===== config.mk =====
export PLATFORM = sky130hd
export DESIGN_NAME = rv0_fetch
export DESIGN_NICKNAME = d
export VERILOG_FILES = /design/src/rtl/rv0_fetch.sv
export SDC_FILE = /design/constraint.sdc
export NUM_CORES = 1
export LEC_CHECK = 0
export CORE_MARGIN = 2
export CORE_UTILIZATION = 62
export DETAILED_ROUTE_END_ITERATION = 8
export PLACE_DENSITY = 0.88
export REMOVE_ABC_BUFFERS = 1
export SLEW_MARGIN = 0
export SYNTH_ARGS = -nofsm -noshare
export SYNTH_HDL_FRONTEND = slang
export SYNTH_SLANG_ARGS = --single-unit

===== constraint.sdc =====
create_clock -name clk_i -period 8.4 [get_ports clk_i]
set_clock_uncertainty 0.15 [all_clocks]
set_input_delay 2.1 -clock clk_i [delete_from_list [all_inputs] [get_ports clk_i]]
set_output_delay 2.1 -clock clk_i [all_outputs]
set_load 0.01 [all_outputs]

===== src/rtl/rv0_fetch.sv =====
// rv0 instruction fetch stage.
// Keeps the PC, issues one word request per grant, and holds fetched
// instructions with their addresses in an in-order queue that feeds the
// fetch-to-decode skid buffer over a rdy/ack handshake. A flush redirects the
// PC, empties the queue and arranges for in-flight responses to be dropped.
module rv0_fetch #(
    parameter int unsigned     XLEN       = 32,
    parameter int unsigned     DEPTH      = 4,
    parameter logic [XLEN-1:0] RESET_ADDR = 32'h0000_0000
) (
    input  logic            clk_i,
    input  logic            rst_ni,
    input  logic            flush_i,
    input  logic [XLEN-1:0] flush_addr_i,
    output logic            imem_req_o,
    output logic [XLEN-1:0] imem_addr_o,
    input  logic            imem_gnt_i,
    input  logic            imem_rvalid_i,
    input  logic [31:0]     imem_rdata_i,
    output logic [XLEN-1:0] addr_o,
    output logic [31:0]     insn_o,
    output logic            rdy_o,
    input  logic            ack_i
);

    localparam int unsigned     PW        = $clog2(DEPTH);
    localparam int unsigned     CW        = $clog2(DEPTH + 1);
    localparam logic [31:0]     NOP_INSN  = 32'h0000_0013;
    localparam logic [XLEN-1:0] PC_STEP   = XLEN'(32'd4);
    localparam logic [XLEN-1:0] WORD_MASK = ~(XLEN'(32'd3));
    localparam logic [CW:0]     DEPTH_W   = (CW + 1)'(DEPTH);
    localparam logic [CW-1:0]   CNT_ZERO  = {CW{1'b0}};
    localparam logic [PW-1:0]   PTR_ZERO  = {PW{1'b0}};
    localparam logic [PW-1:0]   PTR_ONE   = {{(PW-1){1'b0}}, 1'b1};

    // Architectural state
    logic [XLEN-1:0] pc_r, pc_nxt_s;
    logic [PW-1:0]   head_r, head_nxt_s;
    logic [PW-1:0]   tail_r, tail_nxt_s;
    logic [PW-1:0]   fill_r, fill_nxt_s;
    logic [CW-1:0]   alloc_r, alloc_nxt_s;
    logic [CW-1:0]   drop_r, drop_nxt_s;
    // Granted requests whose response has not arrived yet (kept or dropped);
    // this is what drop_cnt is reloaded from on a flush.
    logic [CW-1:0]   pend_r, pend_nxt_s;

    logic [XLEN-1:0] q_addr_r     [DEPTH];
    logic [XLEN-1:0] q_addr_nxt_s [DEPTH];
    logic [31:0]     q_insn_r     [DEPTH];
    logic [31:0]     q_insn_nxt_s [DEPTH];
    logic [DEPTH-1:0] q_filled_r, q_filled_nxt_s;

    // Registered outputs, computed from next state
    logic            req_r, req_nxt_s;
    logic            rdy_r, rdy_nxt_s;
    logic [XLEN-1:0] addr_r, addr_nxt_s;
    logic [31:0]     insn_r, insn_nxt_s;

    // Per-cycle events
    logic            grant_s;
    logic            pop_s;
    logic            rsp_ok_s;
    logic [CW-1:0]   grant_w_s;
    logic [CW-1:0]   pop_w_s;
    logic [CW-1:0]   rsp_w_s;
    logic [CW:0]     occ_nxt_s;

    assign grant_s   = req_r & imem_gnt_i;
    assign pop_s     = rdy_r & ack_i;
    // A response with nothing outstanding is a protocol error and is ignored.
    assign rsp_ok_s  = imem_rvalid_i & (pend_r != CNT_ZERO);
    assign grant_w_s = {{(CW-1){1'b0}}, grant_s};
    assign pop_w_s   = {{(CW-1){1'b0}}, pop_s};
    assign rsp_w_s   = {{(CW-1){1'b0}}, rsp_ok_s};

    // Next-state computation for PC, queue, pointers, counters and outputs
    always_comb begin
        pc_nxt_s       = pc_r;
        head_nxt_s     = head_r;
        tail_nxt_s     = tail_r;
        fill_nxt_s     = fill_r;
        alloc_nxt_s    = alloc_r;
        drop_nxt_s     = drop_r;
        pend_nxt_s     = pend_r + grant_w_s - rsp_w_s;
        q_addr_nxt_s   = q_addr_r;
        q_insn_nxt_s   = q_insn_r;
        q_filled_nxt_s = q_filled_r;

        if (flush_i) begin
            // Everything still outstanding after this cycle belongs to the
            // old stream; a response arriving now is discarded with it.
            pc_nxt_s       = flush_addr_i & WORD_MASK;
            head_nxt_s     = PTR_ZERO;
            tail_nxt_s     = PTR_ZERO;
            fill_nxt_s     = PTR_ZERO;
            alloc_nxt_s    = CNT_ZERO;
            q_filled_nxt_s = {DEPTH{1'b0}};
            drop_nxt_s     = pend_r + grant_w_s - rsp_w_s;
        end else begin
            if (grant_s) begin
                q_addr_nxt_s[tail_r]   = pc_r;
                q_filled_nxt_s[tail_r] = 1'b0;
                tail_nxt_s             = tail_r + PTR_ONE;
                pc_nxt_s               = pc_r + PC_STEP;
            end else begin
                tail_nxt_s = tail_r;
            end

            if (rsp_ok_s && (drop_r != CNT_ZERO)) begin
                drop_nxt_s = drop_r - {{(CW-1){1'b0}}, 1'b1};
            end else if (rsp_ok_s) begin
                q_insn_nxt_s[fill_r]   = imem_rdata_i;
                q_filled_nxt_s[fill_r] = 1'b1;
                fill_nxt_s             = fill_r + PTR_ONE;
            end else begin
                fill_nxt_s = fill_r;
            end

            if (pop_s) begin
                head_nxt_s = head_r + PTR_ONE;
            end else begin
                head_nxt_s = head_r;
            end

            alloc_nxt_s = alloc_r + grant_w_s - pop_w_s;
        end

        occ_nxt_s  = {1'b0, alloc_nxt_s} + {1'b0, drop_nxt_s};
        req_nxt_s  = (occ_nxt_s < DEPTH_W);
        rdy_nxt_s  = (alloc_nxt_s != CNT_ZERO) & q_filled_nxt_s[head_nxt_s];
        addr_nxt_s = q_addr_nxt_s[head_nxt_s];
        insn_nxt_s = q_insn_nxt_s[head_nxt_s];
    end

    // State and output registers; asynchronous active-low reset
    always_ff @(posedge clk_i or negedge rst_ni) begin
        if (!rst_ni) begin
            pc_r       <= RESET_ADDR;
            head_r     <= PTR_ZERO;
            tail_r     <= PTR_ZERO;
            fill_r     <= PTR_ZERO;
            alloc_r    <= CNT_ZERO;
            drop_r     <= CNT_ZERO;
            pend_r     <= CNT_ZERO;
            q_filled_r <= {DEPTH{1'b0}};
            for (int i = 0; i < DEPTH; i++) begin
                q_addr_r[i] <= {XLEN{1'b0}};
                q_insn_r[i] <= NOP_INSN;
            end
            req_r      <= 1'b0;
            rdy_r      <= 1'b0;
            addr_r     <= {XLEN{1'b0}};
            insn_r     <= NOP_INSN;
        end else begin
            pc_r       <= pc_nxt_s;
            head_r     <= head_nxt_s;
            tail_r     <= tail_nxt_s;
            fill_r     <= fill_nxt_s;
            alloc_r    <= alloc_nxt_s;
            drop_r     <= drop_nxt_s;
            pend_r     <= pend_nxt_s;
            q_filled_r <= q_filled_nxt_s;
            q_addr_r   <= q_addr_nxt_s;
            q_insn_r   <= q_insn_nxt_s;
            req_r      <= req_nxt_s;
            rdy_r      <= rdy_nxt_s;
            addr_r     <= addr_nxt_s;
            insn_r     <= insn_nxt_s;
        end
    end

    assign imem_req_o  = req_r;
    assign imem_addr_o = pc_r;
    assign rdy_o       = rdy_r;
    assign addr_o      = addr_r;
    assign insn_o      = insn_r;

    // A response must always have a request to belong to.
    rsp_has_owner_a: assert property (@(posedge clk_i) disable iff (!rst_ni)
        imem_rvalid_i |-> ((alloc_r != CNT_ZERO) || (drop_r != CNT_ZERO)));

    // Allocated plus to-be-dropped entries never exceed the queue.
    occupancy_a: assert property (@(posedge clk_i) disable iff (!rst_ni)
        ({1'b0, alloc_r} + {1'b0, drop_r}) <= DEPTH_W);

endmodule


Word-level counts from Yosys, hierarchy flattened. Index checks and enable logic that the tools add are counted.

Flip-flop bits (word level): 373. Bits in latches: 0. RAM bits: 0. Bits in read-only memories: 0. Input bits: 70. Output and inout port bits: 98. Logic and storage cells: 103. Memories kept: 0.

Add/sub/neg operators: 10. Multiply operators: 0. Div/mod/pow operators: 0. $lt $le $gt $ge: 11. Equality and inequality tests: 1. Shift-type cells: 0. Mux-type cells: 40. Bitwise gates (word level): 10. Reductions and logical operators: 11.

Operator list (number): 128-bit 2-to-1 mux (5); 128-bit bitwise mux (2); 32-bit 2-to-1 mux (8); 32-bit binary-select mux with 2-bit select (2); 32-bit demux with 2-bit select (2); 32-bit by 3-bit adder with 32-bit output (second input constant) (1); 4-bit 2-to-1 mux (5); 2-bit 2-to-1 mux (7); 3-bit >= comparator (second input constant) (3); 2-bit by 3-bit < comparator with 1-bit output (second input constant) (3); 3-bit 2-to-1 mux (3); 2-bit NOT with 3-bit output (3); 3-bit nonzero test (3); 2-bit by 1-bit adder with 2-bit output (second input constant) (3); 3-bit by 1-bit adder with 3-bit output (2); 3-bit by 1-bit < comparator with 1-bit output (second input constant) (2); 3-bit by 1-bit subtractor with 3-bit output (2); 1-bit logical AND (5); 3-bit by 3-bit adder with 4-bit output (1); 1-bit AND (4); 4-bit AND (1); 1-bit demux with 2-bit select (2); 2-bit by 1-bit >= comparator with 1-bit output (second input constant) (2); 4-bit by 3-bit < comparator with 1-bit output (second input constant) (1); 8 further kinds (11).

Longest topological paths before layout. Gate-level depths: netlist (run 1).

Depth in word-level cells: 15. Mapped depth: 15. Gate-level depth less buffers: 13.

Worst setup path before layout (run 1). No wires, ideal clock.

Kind: input -> register. Start: input imem_gnt_i. End: register req_r, in the netlist imem_req_o. Setup time: 82 ps. Arrival: 4811 ps. Data required time: 8168 ps. Path slack: 3357 ps. Cell stages on the path: 15. Buffers on the path: 2. Cell sequence: and2_1 -> clkbuf_1 -> buf_1 -> inv_1 -> ha_1 -> inv_1 -> ha_1 -> inv_1 -> fa_1 -> xor2_1 -> xnor2_1 -> nor2_1 -> ha_1 -> or3_1 -> a31oi_1.

Cells in the longest elaborated chain, start to end: 6. Elaborated cells between the ends (all ways): 9. Those cells by class: add/sub: 5; order compare: 1; mux: 2; bitwise: 1.

RTL lines: start: declaration (RTL line 17) `input logic imem_gnt_i,`; 1-bit AND (RTL line 68) `assign grant_s = req_r & imem_gnt_i;`; 3-bit by 1-bit adder with 3-bit output (RTL line 125) `alloc_nxt_s = alloc_r + grant_w_s - pop_w_s;`; 3-bit by 1-bit subtractor with 3-bit output (RTL line 125); 3-bit 2-to-1 mux (RTL line 89) `if (flush_i) begin`; named net alloc_nxt_s[2] (RTL line 41) `logic [CW-1:0] alloc_r, alloc_nxt_s;`; 3-bit by 3-bit adder with 4-bit output (RTL line 128) `occ_nxt_s = {1'b0, alloc_nxt_s} + {1'b0, drop_nxt_s};`; 4-bit by 3-bit < comparator with 1-bit output (RTL line 129) `req_nxt_s = (occ_nxt_s < DEPTH_W);`; named net req_nxt_s (RTL line 54) `logic req_r, req_nxt_s;`; end signal: assignment (RTL line 165) `req_r <= req_nxt_s;`; end: declaration (RTL line 54).

The timed path passes the listed nets, and every way through them passes these cells. A chain may end at the register's enable or synchronous reset.

Final worst setup path (run 1). Same ends and word-level chain as after synthesis.

==> impl_results.md, run 1 <==
- Sequential fraction of design power: 45.2%
- R2R setup slack: 4.88 ns
- Wire per inst: 20.6 µm
- Yosys top cell area share: 53.3%
- Relative slew slack: 34.2%
- Gate Count Post-Synth: 1305
- Logic pwr share: 27.1%
- Cts repair resizes: 0
- Status: finished, final reports clean
- Drc violations: 0
- Horiz. Die Dim: 168 µm
- P per Cell Area: 290 nW/µm²
- Vias in the first global route: 11694
- Port Buf Inserts: 163
- Core area: 26700 µm²
- Crit-path max FO: 15
- RSZ-0062 raised after global routing: no
- Fill count: 1662
- Pin slew with the least headroom to its limit: 0.987 ns
- Total track usage: 26.5%
- Worst Path Arrival: 5.50 ns
- Async set-reset flop share out of synthesis: 100%
- P_sw: 0.00159 W
- Total leakage power: 8.61 nW
- Final Max Slew Viols: 0
- Register area: 9300 µm²
- Yosys reg bits: 371
- Max Clk Rate: 192 MHz
- Area delta synth->final: 17.6%
- Drt pass-1 iters: 5
- Worst Setup End Kind: flop
- Clock sink count: 371
- Syn avg cell area: 12.8 µm²
- Longest Clk Path Bufs: 3
- Initial Util: 62.5%
- VDD IR max: 193 µV
- Row cnt: 60
- H-tree levels: 2
- GRT Residual Overflow: 0
- Post-synth EDFFs: 0
- Vias per cell: 6.14
- Nets: 1517
- Nature of the critical path startpoint: primary input
- DRT iter0 DRCs: 947
- Post-Syn Area: 16700 µm²
- Largest net degree at the start of global routing: 146
- Distinct cells, synth: 53
- WP data required: 8.68 ns
- Sw Ratio: 27.9%
- Post-synth top cells: dfrtp_1 (356), mux2_2 (241), mux2i_1 (97)
- Routed wire length: 37000 µm
- Critical path class: primary input to flop
- Die Y: 168 µm
- Post-CTS Setup Bufs: 0
- Max-Cap Viols: 0
- Top cells by area, synth: dfrtp_1 (53%), mux2_2 (16%), mux2i_1 (5.8%)
- Hold-fix buffers at CTS: 0
- Final worst path period need: 5.21 ns
- Clock transition at path regs: 0.06 ns
- RD Place Congestion: 0.835
- Period utilization: 62.1%
- Area occupied by multi-input gates: 6900 µm²
- Pint: 0.00410 W
- Min-Delay Path Class: flop to flop
- CTS tree: built
- Hold_sp: q_addr_r[33]
- Layout cell share with drive strength beyond 1: 23.6%
- Count leader, synth: dfrtp_1
- Worst skew pair latency: 0.51 ns
- Final Setup Violations: 0
- First-pass GRT wire length: 60300 µm
- Synth area leader: dfrtp_1
- Fin Setup TNS: 0 ns
- Top FF cell, synth: dfrtp_1
- YS warnings: 0
- Hpwl dp: 21600 µm
- Clock share of power: 27.7%
- Final number of hold-violating endpoints: 0
- Vias: 11017
- Number of I/O pins: 168
- Initial antenna violation count: 1
- Die ar.: 28300 µm²
- CTS Buf Count: 38
- Cell area after layout: 19600 µm²
- Crit path from: imem_gnt_i
- Placed Instance Area: 18500 µm²
- Worst r2r src: imem_req_o
- Sequential share of the synthesized area: 55.7%
- Root Driver: clkbuf_16
- Number of routed nets with antenna violations: 0
## power by group through the flow
stage,clock network (W),registers (W),logic [W]
after CTS,0.00160,0.00257,0.00155
after global placement,0,0.00256,0.00147
after floorplan,0,0.00260,0.000834
after global routing,0.00167,0.00262,0.00168
final,0.00158,0.00257,0.00154
after detailed placement,0,0.00259,0.00154
## per-stage QoR
step                util (%)  cells  hold slack (ns)  setup slack (ns)  power (W)
floorplan                  -   1206            0.294              2.52    0.00343
global placement        69.2   1730            0.311              2.75    0.00403
detailed placement      69.2   1730            0.318              2.67    0.00413
CTS                     73.5   1792            0.335              3.18    0.00572
global route            73.5   1793            0.347              2.94    0.00598
finish                  73.5   1793            0.337              3.19    0.00569
## layout make-up
class / count / share of cell area (%)
Clock inverter: 7 / 0.338
Multi-Input combinational cell: 819 / 35.1
Timing Repair Buffer: 183 / 9.13
Inverter: 16 / 0.318
Sequential cell: 371 / 47.4
Antenna cell: 1 / 0.0127
Tap cell: 341 / 2.17
Clock buffer: 55 / 5.53
## worst max-delay path: stages
cell	delay, ns
clkdlybuf4s50_1	0.50
and2_1	0.58
inv_1	0.15
ha_1	0.30
inv_1	0.06
ha_1	0.13
inv_1	0.05
fa_1	0.40
xor2_1	0.16
xnor2_1	0.17
nor2_1	0.09
ha_1	0.31
or3_1	0.34
a31oi_1	0.14
## path summary, 6_finish.rpt
check                               end  cells past startpoint
min in group asynchronous    insn_o[17]                      1
min                        q_addr_r[33]                      1
max reg2reg                  imem_req_o                     13
min reg2reg                q_addr_r[33]                      1
max                          imem_req_o                     14
max in group asynchronous   q_addr_r[8]                      2
## cell families after synthesis
kind of cell             count (synthesis)  synth area share [%]
AO/OA/AOI/OAI                          170                  7.41
other                                    1                0.0224
XOR/XNOR                                38                  2.04
adder cells (fa/ha/maj)                 18                  1.44
AND/OR/NAND/NOR                        237                  6.98
buffers and inverters                  116                  3.27
multiplexers                           354                  23.2
flip-flops                             371                  55.7
## routing by layer
layer / track usage, % / wire length, µm / vias up
li1: - / - / 4952
met1: 34.8 / 15400 / 5640
met2: 45.6 / 18800 / 346
met3: 3.78 / 1820 / 79
met4: 9.60 / 997 / 0
met5: 0 / 0 / -
## layout by cell type (no fill, tap or decap), drive strengths merged, types with 3 or more instances in the layout
| cell type | n |
|---|---|
| a21oi | 5 |
| and2 | 12 |
| and3 | 9 |
| buf | 22 |
| clkbuf | 55 |
| clkdlybuf4s50 | 161 |
| clkinv | 4 |
| dfrtp | 356 |
| dfstp | 15 |
| ha | 16 |
| inv | 17 |
| mux2 | 255 |
| mux2i | 99 |
| nand2 | 48 |
| nand3 | 17 |
| nand4 | 15 |
| nor2 | 82 |
| nor2b | 5 |
| nor3 | 4 |
| nor4 | 3 |
| o21ai | 27 |
| o31ai | 96 |
| o32ai | 32 |
| or3 | 35 |
| xnor2 | 19 |
| xor2 | 19 |
## flip-flops by register name, indices dropped and copies added (netlist names)
name         flops
q_addr_r       128
q_insn_r       128
addr_o          32
insn_o          32
imem_addr_o     30
q_filled_r       4
alloc_r          3
drop_r           3
pend_r           3
fill_r           2
head_r           2
tail_r           2
imem_req_o       1
rdy_o            1
No activity file was read; power rests on OpenSTA's default activity.
==> run 2: changes to the inputs <==
--- a/config.mk
+++ b/config.mk
@@ -6,9 +6,9 @@
 export NUM_CORES = 1
 export LEC_CHECK = 0
 export CORE_MARGIN = 2
-export CORE_UTILIZATION = 62
+export CORE_UTILIZATION = 57
 export DETAILED_ROUTE_END_ITERATION = 8
-export PLACE_DENSITY = 0.88
+export PLACE_DENSITY = 0.82
 export REMOVE_ABC_BUFFERS = 1
 export SLEW_MARGIN = 0
 export SYNTH_ARGS = -nofsm -noshare
==> constraint.sdc (replaced) <==
create_clock -name clk_i -period 5.45 [get_ports clk_i]
set_clock_uncertainty 0.15 [all_clocks]
set_input_delay 1.3625 -clock clk_i [delete_from_list [all_inputs] [get_ports clk_i]]
set_output_delay 1.3625 -clock clk_i [all_outputs]
set_load 0.01 [all_outputs]
==> run 2 against run 1 <==
Design area grew 1.2%. Critical endpoint unchanged. Register-to-register slack worse by 2.8 ns. Utilization is 4.4 points lower. Non-clock buffer count up 5. Critical path depth unchanged. Total power rose by 56%.
==> impl_results.md, run 2 (same netlist as run 1, synthesis figures left out) <==
- CP Capture Point: imem_req_o
- R2R setup slack: 2.06 ns
- Layout cell share with drive strength beyond 1: 24.2%
- Logic pwr share: 26.6%
- Cts repair resizes: 0
- Post-CTS Setup Bufs: 0
- CP cell instances: clkdlybuf4s50_1, and2_1, inv_1, ha_1, inv_1, ha_1, inv_1, fa_1, xor2_1, xnor2_1, nor2_1, ha_1, or3_1, a31oi_1
- Die Y: 175 µm
- Worst Setup End Kind: flop
- Number of I/O pins: 168
- Commonest non-fill, non-tap cell in the layout: dfrtp_1
- Final hold slack: 0.333 ns
- CP bufs+invs: 4
- Worst path max stage delay: 0.50 ns
- VDD IR max: 321 µV
- Row cnt: 62
- RSZ-0062 raised after global routing: no
- Largest net degree at the start of global routing: 119
- Root Driver: clkbuf_16
- Horiz. Die Dim: 175 µm
- Sequential fraction of design power: 44.6%
- Longest Clk Path Bufs: 3
- Port Buf Inserts: 163
- Nets: 1523
- Sw Ratio: 27.6%
- Die ar.: 30700 µm²
- Drc violations: 0
- Pint: 0.00643 W
- Vias per cell: 5.96
- Initial Util: 58.1%
- GRT Residual Overflow: 0
- Number of routed nets with antenna violations: 0
- Placed Instance Area: 18600 µm²
- Initial antenna violation count: 2
- Nature of the critical path startpoint: primary input
- P per Cell Area: 447 nW/µm²
- Worst r2r src: pend_r[1]
- Fin Setup TNS: 0 ns
- CTS tree: built
- Final Setup Violations: 0
- Max layer used: met4
- Relative slew slack: 39.5%
- Cell area after layout: 19900 µm²
- Clock sink count: 371
- Crit path from: imem_gnt_i
- Final number of hold-violating endpoints: 0
- Drt pass-1 iters: 4
- Routed wire length: 37100 µm
- Crit path depth: 14
- P_sw: 0.00245 W
- Total power: 0.00888 W
- Vias: 11023
- Vias in the first global route: 11734
- Hpwl dp: 21700 µm
- First-pass GRT wire length: 60200 µm
- Max Clk Rate: 236 MHz
- Crit-path max FO: 9
- Critical path class: primary input to flop
- Worst skew pair latency: 0.52 ns
- Hold-fix buffers at CTS: 0
- Status: finished, final reports clean
- Min-Delay Path Class: flop to flop
- Worst Path Arrival: 4.52 ns
- Reg2Reg Depth: 13
- Fin worst setup slack: 1.22 ns
- Wire per inst: 20.0 µm
- Crit-path leading delay family: adder cells
- Core area: 28800 µm²
- Max-Cap Viols: 0
- Clock share of power: 28.7%
- Pre-CTS worst setup slack: 0.675 ns
- WP data required: 5.73 ns
- H-tree levels: 2
- DRT iter0 DRCs: 846
- Largest registers: q_addr_r: 128 flops, q_insn_r: 128 flops
- WL met2: 18800 µm
- Total track usage: 24.4%
- Most frequent cells in the layout: dfrtp_1 (356), mux2_2 (241), clkdlybuf4s50_1 (161)
- Total leakage power: 8.70 nW
- Final worst path period need: 4.23 ns
- CTS Buf Count: 39
- Slowest CP cell: clkdlybuf4s50_1
- Final Max Slew Viols: 0
- Pin slew with the least headroom to its limit: 0.908 ns
- Period utilization: 77.6%
- Wl on met1: 15700 µm
- Fill count: 2006
- Area delta synth->final: 19.0%
- RR Endpoint: imem_req_o
- Met3 WL: 1700 µm
- RD Place Congestion: 0.793
- Clock transition at path regs: 0.06 ns
==> run 2: changes by cell type in the layout (fill, tap and decap cells not counted), sizes merged <==
cell,change
buf,+5
clkbuf,+5
clkinv,+4
diode,+1
inv,-2
==> run 2: per-stage QoR <==
step	util (%)	std cells
after floorplan	-	1206
after global placement	64.7	1778
after detailed placement	64.7	1778
after CTS	69.1	1847
after global routing	69.1	1848
final	69.1	1849
==> run 2: power groups by stage <==
| stage | clock network (W) | registers [W] | logic [W] |
|---|---|---|---|
| floorplan | 0 | 0.00401 | 0.00129 |
| global placement | 0 | 0.00396 | 0.00228 |
| detailed placement | 0 | 0.00400 | 0.00236 |
| CTS | 0.00260 | 0.00396 | 0.00238 |
| global route | 0.00271 | 0.00404 | 0.00258 |
| finish | 0.00255 | 0.00396 | 0.00237 |
==> run 2: worst min path at each step <==
stage / cells past startpoint / endpoint / start / slack, ns
after floorplan: 1 / q_addr_r[64] / q_addr_r[64] / 0.29
after global placement: 1 / q_addr_r[65] / q_addr_r[65] / 0.31
after detailed placement: 1 / q_addr_r[65] / q_addr_r[65] / 0.31
after CTS: 1 / q_addr_r[65] / q_addr_r[65] / 0.33
after global routing: 1 / q_addr_r[64] / q_addr_r[64] / 0.34
final: 1 / q_addr_r[65] / q_addr_r[65] / 0.33
==> run 2: area by class of cell <==
type                            instances  area (µm²)  area share [%]
Antenna cell                            2        5.00          0.0252
Clock buffer                           60        1170            5.87
Clock inverter                          9        72.6           0.365
Inverter                               16        63.8           0.321
Multi-Input combinational cell        819        6920            34.8
Sequential cell                       371        9300            46.8
Tap cell                              384         480            2.42
Timing Repair Buffer                  188        1870            9.40
==> run 2: routing by layer <==
metal	vias to the layer above	GRT usage [%]
li1	4976	-
met1	5665	32.2
met2	308	41.5
met3	74	3.55
met4	0	8.33
met5	-	0
